## config.mk

```make
export PLATFORM = sky130hd
export DESIGN_NAME = uart_tx_framer
export DESIGN_NICKNAME = d
export VERILOG_FILES = /design/src/rtl/uart_tx_framer.sv
export SDC_FILE = /design/constraint.sdc
export NUM_CORES = 1
export LEC_CHECK = 0
export BUFFER_PORTS_ARGS = -buffer_cell sky130_fd_sc_hd__buf_2
export CORE_MARGIN = 5
export CORE_UTILIZATION = 57
export CTS_CLUSTER_DIAMETER = 150
export CTS_CLUSTER_SIZE = 40
export DETAILED_ROUTE_END_ITERATION = 8
export PLACE_DENSITY = 0.93
export SYNTH_ARGS = -nofsm -noshare
export SYNTH_HDL_FRONTEND = slang
export SYNTH_SLANG_ARGS = --single-unit
```

## constraint.sdc

```tcl
create_clock -name HCLK -period 2.4 [get_ports HCLK]
set_clock_uncertainty 0.1 [all_clocks]
set_input_delay 0.12 -clock HCLK [delete_from_list [all_inputs] [get_ports HCLK]]
set_output_delay 0.12 -clock HCLK [all_outputs]
set_load 0.005 [all_outputs]
```

## src/rtl/uart_tx_framer.sv

```systemverilog
// ---------------------------------------------------------------------------
// uart_tx_framer
//
// Transmit-side frame serializer for the AHB UART. A word is taken over a
// valid/ready handshake. It is then shifted onto TXD as follows:
//   - a start bit,
//   - DWIDTH data bits, LSB first,
//   - an optional parity bit,
//   - one or two stop bits.
// Bit timing comes from the one-cycle baud_tick pulse of the baud generator.
//
// Parameters
//   DWIDTH     data bits per frame (5..9)
//
// Ports
//   HCLK       system clock, rising edge
//   HRESETn    asynchronous active-low reset
//   baud_tick  one-HCLK pulse per bit period
//   tx_data    word to transmit
//   tx_valid   tx_data is valid
//   tx_ready   framer can accept a word (IDLE only)
//   PARITYEN   1 = insert a parity bit
//   PARITYSEL  0 = even, 1 = odd; the forced bit value when STICKP=1
//   STICKP     1 = stick parity (parity bit = PARITYSEL)
//   STOP2      1 = two stop bits
//   TXD        registered serial output, idles at 1
//   tx_busy    frame in progress, including the armed wait (= !tx_ready)
//
// Optional feature
//   UART_TX_FRAMER_ASSERT_EN compiles in SVA checks. The checks cover:
//     - the parity bit value,
//     - ready/busy exclusivity,
//     - the idle level of TXD,
//     - TXD changing only on baud ticks.
//   Functional behaviour is the same whether or not the macro is defined.
// ---------------------------------------------------------------------------
module uart_tx_framer #(
  parameter int DWIDTH = 8
) (
  input  logic              HCLK,
  input  logic              HRESETn,
  input  logic              baud_tick,
  input  logic [DWIDTH-1:0] tx_data,
  input  logic              tx_valid,
  output logic              tx_ready,
  input  logic              PARITYEN,
  input  logic              PARITYSEL,
  input  logic              STICKP,
  input  logic              STOP2,
  output logic              TXD,
  output logic              tx_busy
);

  localparam int            CW       = $clog2(DWIDTH);
  localparam logic [CW-1:0] LAST_BIT = CW'(DWIDTH - 1);

  typedef enum logic [2:0] {
    IDLE,
    ARMED,
    START,
    DATA,
    PARITY,
    STOP
  } state_t;

  state_t            state, state_nxt;
  logic              accept;
  logic              last_bit;
  logic [DWIDTH-1:0] shift_q;
  logic [CW-1:0]     bit_cnt_q;
  logic              par_en_q;
  logic              par_bit_q;
  logic              stop2_q;
  logic              txd_q;

  // Parity bit for a word.
  // Stick mode forces the bit to PARITYSEL. Otherwise the bit is chosen so
  // that the number of ones over data plus parity is even (sel=0) or odd
  // (sel=1).
  function automatic logic parity_of(input logic [DWIDTH-1:0] data,
                                     input logic              sel,
                                     input logic              stick);
    logic p;
    if (stick) p = sel;
    else       p = sel ? ~^data : ^data;
    return p;
  endfunction

  assign last_bit = (bit_cnt_q == LAST_BIT);
  assign tx_ready = (state == IDLE);
  assign tx_busy  = ~tx_ready;
  assign TXD      = txd_q;

  // ---------------------------------------------------------------------
  // State register
  // ---------------------------------------------------------------------
  // NOTE: sequential state uses non-blocking (<=) assignments. Every
  // register then samples the pre-edge values, so the result does not
  // depend on the order of the always_ff blocks.
  always_ff @(posedge HCLK or negedge HRESETn) begin
    if (!HRESETn) state <= IDLE;
    else          state <= state_nxt;
  end

  // ---------------------------------------------------------------------
  // Next-state logic
  // ---------------------------------------------------------------------
  // NOTE: every always_comb output gets a default before the case
  // statement. A path that leaves a signal unassigned would infer a latch.
  always_comb begin
    state_nxt = state;
    accept    = 1'b0;
    unique case (state)
      IDLE: begin
        // A tick in the accept cycle is deliberately ignored, so the
        // start bit always lasts a full tick period.
        if (tx_valid) begin
          accept    = 1'b1;
          state_nxt = ARMED;
        end
      end
      ARMED:  if (baud_tick) state_nxt = START;
      START:  if (baud_tick) state_nxt = DATA;
      DATA:   if (baud_tick && last_bit) state_nxt = par_en_q ? PARITY : STOP;
      PARITY: if (baud_tick) state_nxt = STOP;
      STOP: begin
        // The last stop bit is finished by IDLE and ARMED, since the next
        // start bit waits for a tick anyway. STOP therefore only has to
        // wait out the extra period of a second stop bit. This lets
        // back-to-back frames run with no idle gap.
        if (!stop2_q || baud_tick) state_nxt = IDLE;
      end
      default: state_nxt = IDLE;
    endcase
  end

  // ---------------------------------------------------------------------
  // Datapath: latched frame settings, shift register, bit counter, TXD
  // ---------------------------------------------------------------------
  always_ff @(posedge HCLK or negedge HRESETn) begin
    if (!HRESETn) begin
      shift_q   <= '0;
      bit_cnt_q <= '0;
      par_en_q  <= 1'b0;
      par_bit_q <= 1'b0;
      stop2_q   <= 1'b0;
      txd_q     <= 1'b1;
    end else begin
      if (accept) begin
        // Freeze the word and the frame format for the whole frame.
        shift_q   <= tx_data;
        par_en_q  <= PARITYEN;
        par_bit_q <= parity_of(tx_data, PARITYSEL, STICKP);
        stop2_q   <= STOP2;
      end
      if (baud_tick) begin
        unique case (state)
          ARMED: txd_q <= 1'b0;
          START: begin
            txd_q     <= shift_q[0];
            shift_q   <= {1'b0, shift_q[DWIDTH-1:1]};
            bit_cnt_q <= '0;
          end
          DATA: begin
            if (last_bit) begin
              txd_q <= par_en_q ? par_bit_q : 1'b1;
            end else begin
              txd_q     <= shift_q[0];
              shift_q   <= {1'b0, shift_q[DWIDTH-1:1]};
              bit_cnt_q <= bit_cnt_q + 1'b1;
            end
          end
          PARITY:  txd_q <= 1'b1;
          default: txd_q <= 1'b1;
        endcase
      end
    end
  end

`ifdef UART_TX_FRAMER_ASSERT_EN
  // Shadow copy of the accepted word and parity mode, so the parity check
  // does not rely on par_bit_q.
  logic [DWIDTH-1:0] chk_data_q;
  logic              chk_sel_q;
  logic              chk_stick_q;

  always_ff @(posedge HCLK or negedge HRESETn) begin
    if (!HRESETn) begin
      chk_data_q  <= '0;
      chk_sel_q   <= 1'b0;
      chk_stick_q <= 1'b0;
    end else if (accept) begin
      chk_data_q  <= tx_data;
      chk_sel_q   <= PARITYSEL;
      chk_stick_q <= STICKP;
    end
  end

  a_parity_bit: assert property (@(posedge HCLK) disable iff (!HRESETn)
    (state == PARITY) |-> (TXD == parity_of(chk_data_q, chk_sel_q, chk_stick_q)))
    else $error("uart_tx_framer: wrong parity bit on TXD");

  a_ready_busy: assert property (@(posedge HCLK) disable iff (!HRESETn)
    !(tx_ready && tx_busy))
    else $error("uart_tx_framer: tx_ready and tx_busy both high");

  a_idle_level: assert property (@(posedge HCLK) disable iff (!HRESETn)
    (state == IDLE || state == ARMED) |-> TXD)
    else $error("uart_tx_framer: TXD low while idle or armed");

  a_txd_on_tick: assert property (@(posedge HCLK) disable iff (!HRESETn)
    !baud_tick |=> $stable(TXD))
    else $error("uart_tx_framer: TXD changed without baud_tick");
`endif

endmodule

```

==> impl_metrics.toml, run 1 <==
[cts]
cts_sinks = 18
cts_buffer_depth = 2
cts-root-buf = "clkbuf_4"
post-cts-setup-buffer-count = 0
cts_max_level = 1
worstSkewPairLatency_ps = 280
cts_tree = "yes"
clk_pin_slew_worst_paths_ps = 110
numCtsBuffers = 3
cts_resized = 0

[worst_setup_path]
critPathMaxFanout = 13
endpoint_kind = "register"
path_cells = "nor3_4, and2_1, mux2_2"
reg2reg_slack_ps = 510
arrival_ps = 1980
cp_slowest_cell = "dfrtp_1"
rr_worst_depth = 3
critPathMaxStageDelay_ps = 530
critPathLaunchType = "register"
critPathKind = "reg -> reg"
r2r-start = "state[1]"
worstPathRequired_ps = 2480
timing.rr.end = "stop2_q"

[sta]
finalMaxSlewViolations = 0
final.period_utilization_pct = 78.9
min_period_ps = 1890
slew_headroom_pct = 60.4
worstMarginPinSlew_ps = 594
max_freq_ghz = 0.528
fin_tns_setup_ps = 0
hold_viol = 0
rsz0062_at_grt = "no"
setup_violations = 0
holdWs_ps = 2.58

[yosys]
yosysMostFrequentCell = "dfrtp_1"
ys.flop_type = "dfrtp_1"
synth-async-reset-ratio_pct = 100
yosysTopAreaCell = "dfrtp_1"
syn_area_sq_um = 1020
synth-edff-count = 0
syn_avg_cell_area_sq_um = 9.82
yosysWarnings = 0
ys_top_cells_by_count = "17 x dfrtp_1, 14 x nand2_1, 12 x o21ai_0"
synthTopCellsByArea = "dfrtp_1 42%, mux2i_1 6.9%, o21ai_0 5.9%"
ys_types = 32
synthCells = 104
synth_seq_area_share_pct = 44.2
ys_seq_elements = 18
netlist.area_leader.share_pct = 41.7
synthesis.nets = 122

[die]
die_w_microns = 52.3
num_rows = 15
dieArea_sq_um = 2740
die_h_microns = 52.3
core_sq_um = 1710
initial_core_util_pct = 59.8
io_pins = 19

[grt]
grt_first_pass_wirelength_microns = 3280
track_usage_pct = 15.8
grt_pass1_vias = 780
grt-ovfl-total = 0
grt_max_degree = 19
antenna_found_initial = 0

[power]
power.density_nw_per_um2 = 765
total_power_uw = 882
peakVddDrop_v = 0.000565
p_leak_nw = 0.500

[place]
hpwl_microns = 1450
dp_cells = 141
io_buffers = 18
place.gp.congestion = 0.754
post_dp_cell_area_sq_um = 1090

[final_layout]
design_area_sq_um = 1150
multiInputGateArea_sq_um = 495
syn_to_final_growth_pct = 13.0
fill_cells = 142
regArea_sq_um = 452
layout-drive-gt1-share_pct = 24.4
num-nets-final = 142
diodes = 0
layout.cells.non_filler = 148

[detailed_routing]
routed_wl_microns = 1840
antenna_left = 0
drtIter0Drc = 16
post_drt_wl_per_cell_microns = 12.4
viasPerCell = 5.24
num_vias = 775
drc = 0
firstDrtPassIters = 4

[min_path]
hp-start = "PARITYSEL"
min_path_type = "in -> reg"
min_path_cells = 3
min_to = "par_bit_q"

[run]
drv_cap = 0

[run_status]
status = "completed"
[kinds of logic after synthesis]
family / share of synthesized area, %
AND/OR/NAND/NOR: 14.1
AO/OA/AOI/OAI: 16.9
flip-flops: 44.2
buffers and inverters: 7.23
multiplexers: 9.07
XOR/XNOR: 6.01
adder cells (fa/ha/maj): 2.45
[stage by stage]
| stage | util [%] | setup slack, ps |
|---|---|---|
| 5_1_grt | 67.5 | 360 |
| 2_1_floorplan | - | 769 |
| 4_1_cts | 67.5 | 491 |
| 3_3_place_gp | 63.7 | 582 |
| 6_report | 67.5 | 506 |
| 3_5_place_dp | 63.7 | 509 |
[sequential cells by signal, summed over array words and instances (netlist names)]
register   cells
TXD            1
bit_cnt_q      3
par_bit_q      1
par_en_q       1
shift_q        8
state          3
stop2_q        1
[worst max-delay path: cells and delay by family, from the launching register on]
kind	cells	cell delay (ps)
flip-flops	1	530
multiplexers	1	400
AND/OR/NAND/NOR	2	760
[final cells by class]
| type | instances | share of cell area (%) |
|---|---|---|
| multi-input cells | 76 | 42.9 |
| well taps | 25 | 2.71 |
| inverters | 3 | 0.976 |
| clock buffers | 4 | 3.15 |
| flip-flops and latches | 18 | 39.2 |
| repair buffers | 22 | 11.1 |
[worst max-delay path by stage]
stage / from / to / depth (start not counted)
after floorplan: bit_cnt_q[0] / shift_q[5] / 6
after global placement: state[1] / par_en_q / 3
after detailed placement: state[1] / stop2_q / 3
after CTS: state[1] / stop2_q / 3
after global routing: state[1] / shift_q[5] / 4
final: state[1] / stop2_q / 3
[power breakdown]
| part | switching, mW | leakage [nW] | total (mW) | internal (mW) |
|---|---|---|---|---|
| sequential | 0.0673 | 0.230 | 0.436 | 0.368 |
| clock | 0.0848 | 0.0210 | 0.177 | 0.0921 |
| combinational | 0.136 | 0.250 | 0.269 | 0.134 |
| total | 0.288 | 0.500 | 0.882 | 0.594 |
[what timing repair did]
item | 4_1_cts | 5_1_grt
hold buffers | 3 | 0
hold endpoints to repair | 20 | 0
setup endpoints to repair | 0 | 0
[layer usage]
layer / vias to the layer above / wire [microns] / global-route usage (%) / share of wire [%]
met2: 20 / 896 / 27.9 / 49
met4: 0 / 16 / 3.83 / 0.87
met1: 359 / 831 / 19.7 / 45
li1: 394 / - / - / -
met3: 2 / 94 / 2.85 / 5.1
met5: - / 0 / 0 / 0
[cells in the final DEF (no fill, tap or decap)]
master	Yosys	routed
a31o_2	1	1
a32oi_1	1	1
nand2b_1	2	2
inv_1	3	3
dlygate4sd3_1	0	3
dfstp_2	1	1
buf_4	1	1
a311oi_1	2	2
nand3_1	1	1
nor2_1	7	7
nor3_4	1	1
or3_1	1	1
clkbuf_8	0	1
and2_1	2	2
o21ba_2	1	1
a22o_1	2	2
or2_2	1	1
a31oi_1	1	1
ha_1	2	2
dfrtp_1	17	17
xor2_1	2	2
nand2_1	14	14
xnor2_1	5	5
mux2i_1	7	7
nor2b_1	1	1
buf_2	1	18
mux2_2	2	2
o21ai_1	2	2
o221ai_1	1	1
clkbuf_4	0	3
a21oi_1	5	5
o21ai_0	12	12
(Power assumes the default switching activity.)
==> run 2: changes to the inputs <==
--- a/config.mk
+++ b/config.mk
@@ -7,11 +7,11 @@
 export LEC_CHECK = 0
 export BUFFER_PORTS_ARGS = -buffer_cell sky130_fd_sc_hd__buf_2
 export CORE_MARGIN = 5
-export CORE_UTILIZATION = 57
+export CORE_UTILIZATION = 53
 export CTS_CLUSTER_DIAMETER = 150
 export CTS_CLUSTER_SIZE = 40
 export DETAILED_ROUTE_END_ITERATION = 8
-export PLACE_DENSITY = 0.93
+export PLACE_DENSITY = 0.88
 export SYNTH_ARGS = -nofsm -noshare
 export SYNTH_HDL_FRONTEND = slang
 export SYNTH_SLANG_ARGS = --single-unit
==> constraint.sdc (replaced) <==
create_clock -name HCLK -period 1.8 [get_ports HCLK]
set_clock_uncertainty 0.1 [all_clocks]
set_input_delay 0.09 -clock HCLK [delete_from_list [all_inputs] [get_ports HCLK]]
set_output_delay 0.09 -clock HCLK [all_outputs]
set_load 0.005 [all_outputs]
==> impl_metrics.toml, run 2 (synthesized netlist as in run 1, its figures left out) <==
[power]
p_sw_share_pct = 34.6
combPwrFrac_pct = 37.0
p_sw_uw = 419
power.density_nw_per_um2 = 973
peakVddDrop_v = 0.000588
p_leak_nw = 0.536
sequentialPowerShare_pct = 45.7
p_int_uw = 794
clockPowerShare_pct = 17.3

[cts]
numCtsBuffers = 3
cts-root-buf = "clkbuf_4"
cts_sinks = 18
worstSkewPairLatency_ps = 300
cts_max_level = 1
post-cts-setup-buffer-count = 0
cts_buffer_depth = 2
cts_tree = "yes"
clk_pin_slew_worst_paths_ps = 100

[sta]
max_freq_ghz = 0.577
final.period_utilization_pct = 96.3
fin_tns_setup_ps = 0
rsz0062_at_grt = "no"
setup_violations = 0
hold_viol = 0
slew_headroom_pct = 73.0
min_period_ps = 1730
worstMarginPinSlew_ps = 405
finalMaxSlewViolations = 0
holdWs_ps = 13.6

[final_layout]
largestRegisters = "shift_q x8, bit_cnt_q x3, state x3"
fin_util_pct = 70.0
layout-drive-gt1-share_pct = 27.3
diodes = 0
final_common_cell = "buf_2"
design_area_sq_um = 1250
largest_reg_flops = 8
syn_to_final_growth_pct = 22.2
num-nets-final = 151
regMostFlops = "shift_q"
final_cell_mix = "18 x buf_2, 17 x dfrtp_1, 14 x nand2_1"

[grt]
grt_max_degree = 19
top_usage_layer = "met2"
grt_first_pass_wirelength_microns = 3640
antenna_found_initial = 0
track_usage_pct = 17.7
use_met1_pct = 19.5
grt_pass1_vias = 895
grtUsageMet2_pct = 31.5
use_met3_pct = 3.60
grt-ovfl-total = 0

[worst_setup_path]
critPathLaunchType = "input pin"
arrival_ps = 1860
cp_slowest_cell = "dlygate4sd3_1"
critPathKind = "in -> reg"
endpoint_kind = "register"
worstPathRequired_ps = 1930
crit_top_cell = "dlygate4sd3_1"
rr_worst_depth = 5
critPathMaxFanout = 2
critPathMaxStageDelay_ps = 570
path_cells = "dlygate4sd3_1, buf_2, or3_1, dlygate4sd3_1, a31oi_1"

[detailed_routing]
num_vias = 838
routed_wl_microns = 2090
drc = 0
firstDrtPassIters = 6
antenna_left = 0
drtIter0Drc = 9
viasPerCell = 5.34
post_drt_wl_per_cell_microns = 13.3

[place]
hpwl_microns = 1590
post_dp_cell_area_sq_um = 1130
place.gp.congestion = 0.788
io_buffers = 18

[die]
initial_core_util_pct = 57.3
io_pins = 19
num_rows = 15
die_w_microns = 53.9
dieArea_sq_um = 2900
core_sq_um = 1780
die_h_microns = 53.9

[min_path]
min_path_cells = 3
min_path_type = "in -> reg"

[run_status]
status = "completed"

[run]
drv_cap = 0
run 2: cell count changes in the layout (fill, tap and decap cells not counted), sizes merged:
cell | before | now
buf | 19 | 23
dlygate4sd3 | 3 | 8
run 2: worst max-delay path: cells and delay by family:
| kind | cells | cell delay [ps] |
|---|---|---|
| buffers and inverters | 3 | 1230 |
| AND/OR/NAND/NOR | 1 | 380 |
| AO/OA/AOI/OAI | 1 | 160 |
run 2: path summary, 6_finish.rpt:
check	startpoint	to	slack, ps
max	PARITYSEL	par_bit_q	70
min	tx_data[5]	shift_q[5]	10
max reg2reg	state[2]	shift_q[4]	90
min reg2reg	shift_q[5]	shift_q[4]	390
max in group asynchronous	HRESETn	TXD	1140
min in group asynchronous	HRESETn	shift_q[6]	140
run 2: power groups by stage:
stage,Combinational (mW),Sequential (mW),Clock [mW]
4_1_cts,0.443,0.555,0.212
3_3_place_gp,0.391,0.557,0
5_1_grt,0.521,0.564,0.230
2_1_floorplan,0.310,0.545,0
6_report,0.449,0.554,0.210
3_5_place_dp,0.414,0.562,0
run 2: final cells by class:
type                            instances  area [sq um]
Clock buffer                            4          26.3
Fill cell                             137           536
Inverter                                3          11.3
Multi-Input combinational cell         76           507
Sequential cell                        18           452
Tap cell                               25          31.3
Timing Repair Buffer                   31           220
run 2: timing repair:
action | in CTS | in global routing
hold endpoints to repair | 23 | 0
hold buffers | 8 | 0
resized for setup | 1 | 5
cloned | 0 | 0
pin swaps | 0 | 1
setup endpoints to repair | 1 | 4
run 2: per-stage QoR:
stage                     setup slack [ps]  power, mW  cells
after detailed placement              30.0      0.975    145
final                                 67.1       1.21    157
after global placement                95.8      0.947    145
after global routing                  14.2       1.31    157
after floorplan                        169      0.854    104
after CTS                             39.4       1.21    157
run 2: per-layer routing:
layer / share of wire, % / routed length [microns]
met2: 53 / 1110
met5: 0 / 0
met1: 41 / 853
met3: 3.2 / 67
met4: 2.8 / 59
==> run 3: changes to the inputs <==
--- a/config.mk
+++ b/config.mk
@@ -12,6 +12,7 @@
 export CTS_CLUSTER_SIZE = 40
 export DETAILED_ROUTE_END_ITERATION = 8
 export PLACE_DENSITY = 0.88
+export SLEW_MARGIN = 20
 export SYNTH_ARGS = -nofsm -noshare
 export SYNTH_HDL_FRONTEND = slang
 export SYNTH_SLANG_ARGS = --single-unit
==> constraint.sdc (replaced) <==
create_clock -name HCLK -period 1.8 [get_ports HCLK]
set_clock_uncertainty 0.1 [all_clocks]
set_input_delay 0.27 -clock HCLK [delete_from_list [all_inputs] [get_ports HCLK]]
set_output_delay 0.27 -clock HCLK [all_outputs]
set_load 0.005 [all_outputs]
==> impl_metrics.toml, run 3 (synthesized netlist as in run 1, its figures left out) <==
[run_status]
status = "completed"

[final_layout]
diodes = 0
final_common_cell = "buf_2"
final_cell_mix = "18 x buf_2, 17 x dfrtp_1, 14 x nand2_1"
num-nets-final = 144
layout.cells.non_filler = 150
layout-drive-gt1-share_pct = 28.8
syn_to_final_growth_pct = 15.3
largest_reg_flops = 8
largestRegisters = "shift_q x8, bit_cnt_q x3, state x3"
regMostFlops = "shift_q"
fill_cells = 148
fin_util_pct = 66.0

[power]
total_power_mw = 1.20
peakVddDrop_v = 0.000589
p_leak_nw = 0.509
power.density_nw_per_um2 = 1020

[die]
die_w_microns = 53.9
core_sq_um = 1780
initial_core_util_pct = 57.3
io_pins = 19
num_rows = 15
dieArea_sq_um = 2900
die_h_microns = 53.9

[detailed_routing]
drc = 0
num_vias = 802
antenna_left = 0
met1_length_microns = 836
firstDrtPassIters = 4
routed_wl_microns = 2000
highest_layer = "met4"
viasPerCell = 5.35
met3WireLength_microns = 65
dr_wl_met2_microns = 1060
drtIter0Drc = 4
post_drt_wl_per_cell_microns = 13.4

[sta]
setup_violations = 0
finalMaxSlewViolations = 0
final.period_utilization_pct = 94.8
hold_viol = 0
max_freq_ghz = 0.586
rsz0062_at_grt = "no"
setup_ws_ps = 93.6
min_period_ps = 1710
slew_headroom_pct = 73.0
fin_tns_setup_ps = 0
worstMarginPinSlew_ps = 405

[cts]
clk_pin_slew_worst_paths_ps = 100
cts_sinks = 18
cts_buffer_depth = 2
post-cts-setup-buffer-count = 0
cts-root-buf = "clkbuf_4"
cts_max_level = 1
worstSkewPairLatency_ps = 300
numCtsBuffers = 3
cts_tree = "yes"

[run]
drv_cap = 0

[place]
io_buffers = 18
hpwl_microns = 1590
place.gp.congestion = 0.788
dp_slack_ps = 30.0
dp_cells = 145

[grt]
grt-ovfl-total = 0
grt_max_degree = 19
antenna_found_initial = 0
grt_first_pass_wirelength_microns = 3530
track_usage_pct = 17.2
grt_pass1_vias = 853

[worst_setup_path]
arrival_ps = 1790
endpoint_kind = "register"
reg2reg_slack_ps = 90
critPathKind = "reg -> reg"
critPathMaxFanout = 9
worstPathRequired_ps = 1880
critPathLaunchType = "register"

[min_path]
min_path_type = "in -> reg"
## run 3: changes by cell type in the layout (fill, tap and decap cells not counted)
cell	previous run	this run
dlygate4sd3_1	8	1
## run 3: cell type report
type                    count  area (sq um)  area share, %
multi-input cells          76           507           43.0
flip-flops and latches     18           452           38.4
repair buffers             24           150           12.8
well taps                  25          31.3           2.66
clock buffers               4          26.3           2.23
inverters                   3          11.3          0.956
## run 3: through the flow
stage / instance area [sq um] / hold slack (ps)
2_1_floorplan: 1020 / -126
3_3_place_gp: 1130 / 120
3_5_place_dp: 1130 / 124
4_1_cts: 1170 / 102
5_1_grt: 1180 / 104
6_report: 1180 / 103
## run 3: timing repair
item | in CTS | in global routing
gates cloned | 0 | 0
gates resized for setup | 1 | 5
hold buffers | 1 | 0
setup endpoints to repair | 1 | 4
pin swaps | 0 | 1
hold endpoints to repair | 17 | 0
## run 3: worst paths after layout
kind | endpoint | start | depth (start not counted)
max reg2reg | shift_q[4] | state[2] | 5
min reg2reg | shift_q[4] | shift_q[5] | 2
max in group asynchronous | TXD | HRESETn | 2
min in group asynchronous | shift_q[6] | HRESETn | 2
min | stop2_q | STOP2 | 2
max | shift_q[4] | state[2] | 5
## run 3: report_power, final
part | internal, mW | leakage [nW] | switching, mW
sequential | 0.492 | 0.230 | 0.0625
clock | 0.0865 | 0.0150 | 0.124
combinational | 0.204 | 0.264 | 0.228
total | 0.782 | 0.509 | 0.414
## run 3: routing by layer
| metal | vias up | global-route usage (%) |
|---|---|---|
| met5 | - | 0 |
| met4 | 0 | 7.66 |
| met3 | 5 | 3.32 |
| met2 | 13 | 30.8 |
| met1 | 381 | 19.5 |
| li1 | 403 | - |
## run 3: critical path: stages, from the launching register on
cell and delay (ps):
dfrtp_1 470, nor3_4 230, and2_1 310, buf_12 170, mux2i_1 210, o21ai_0 100
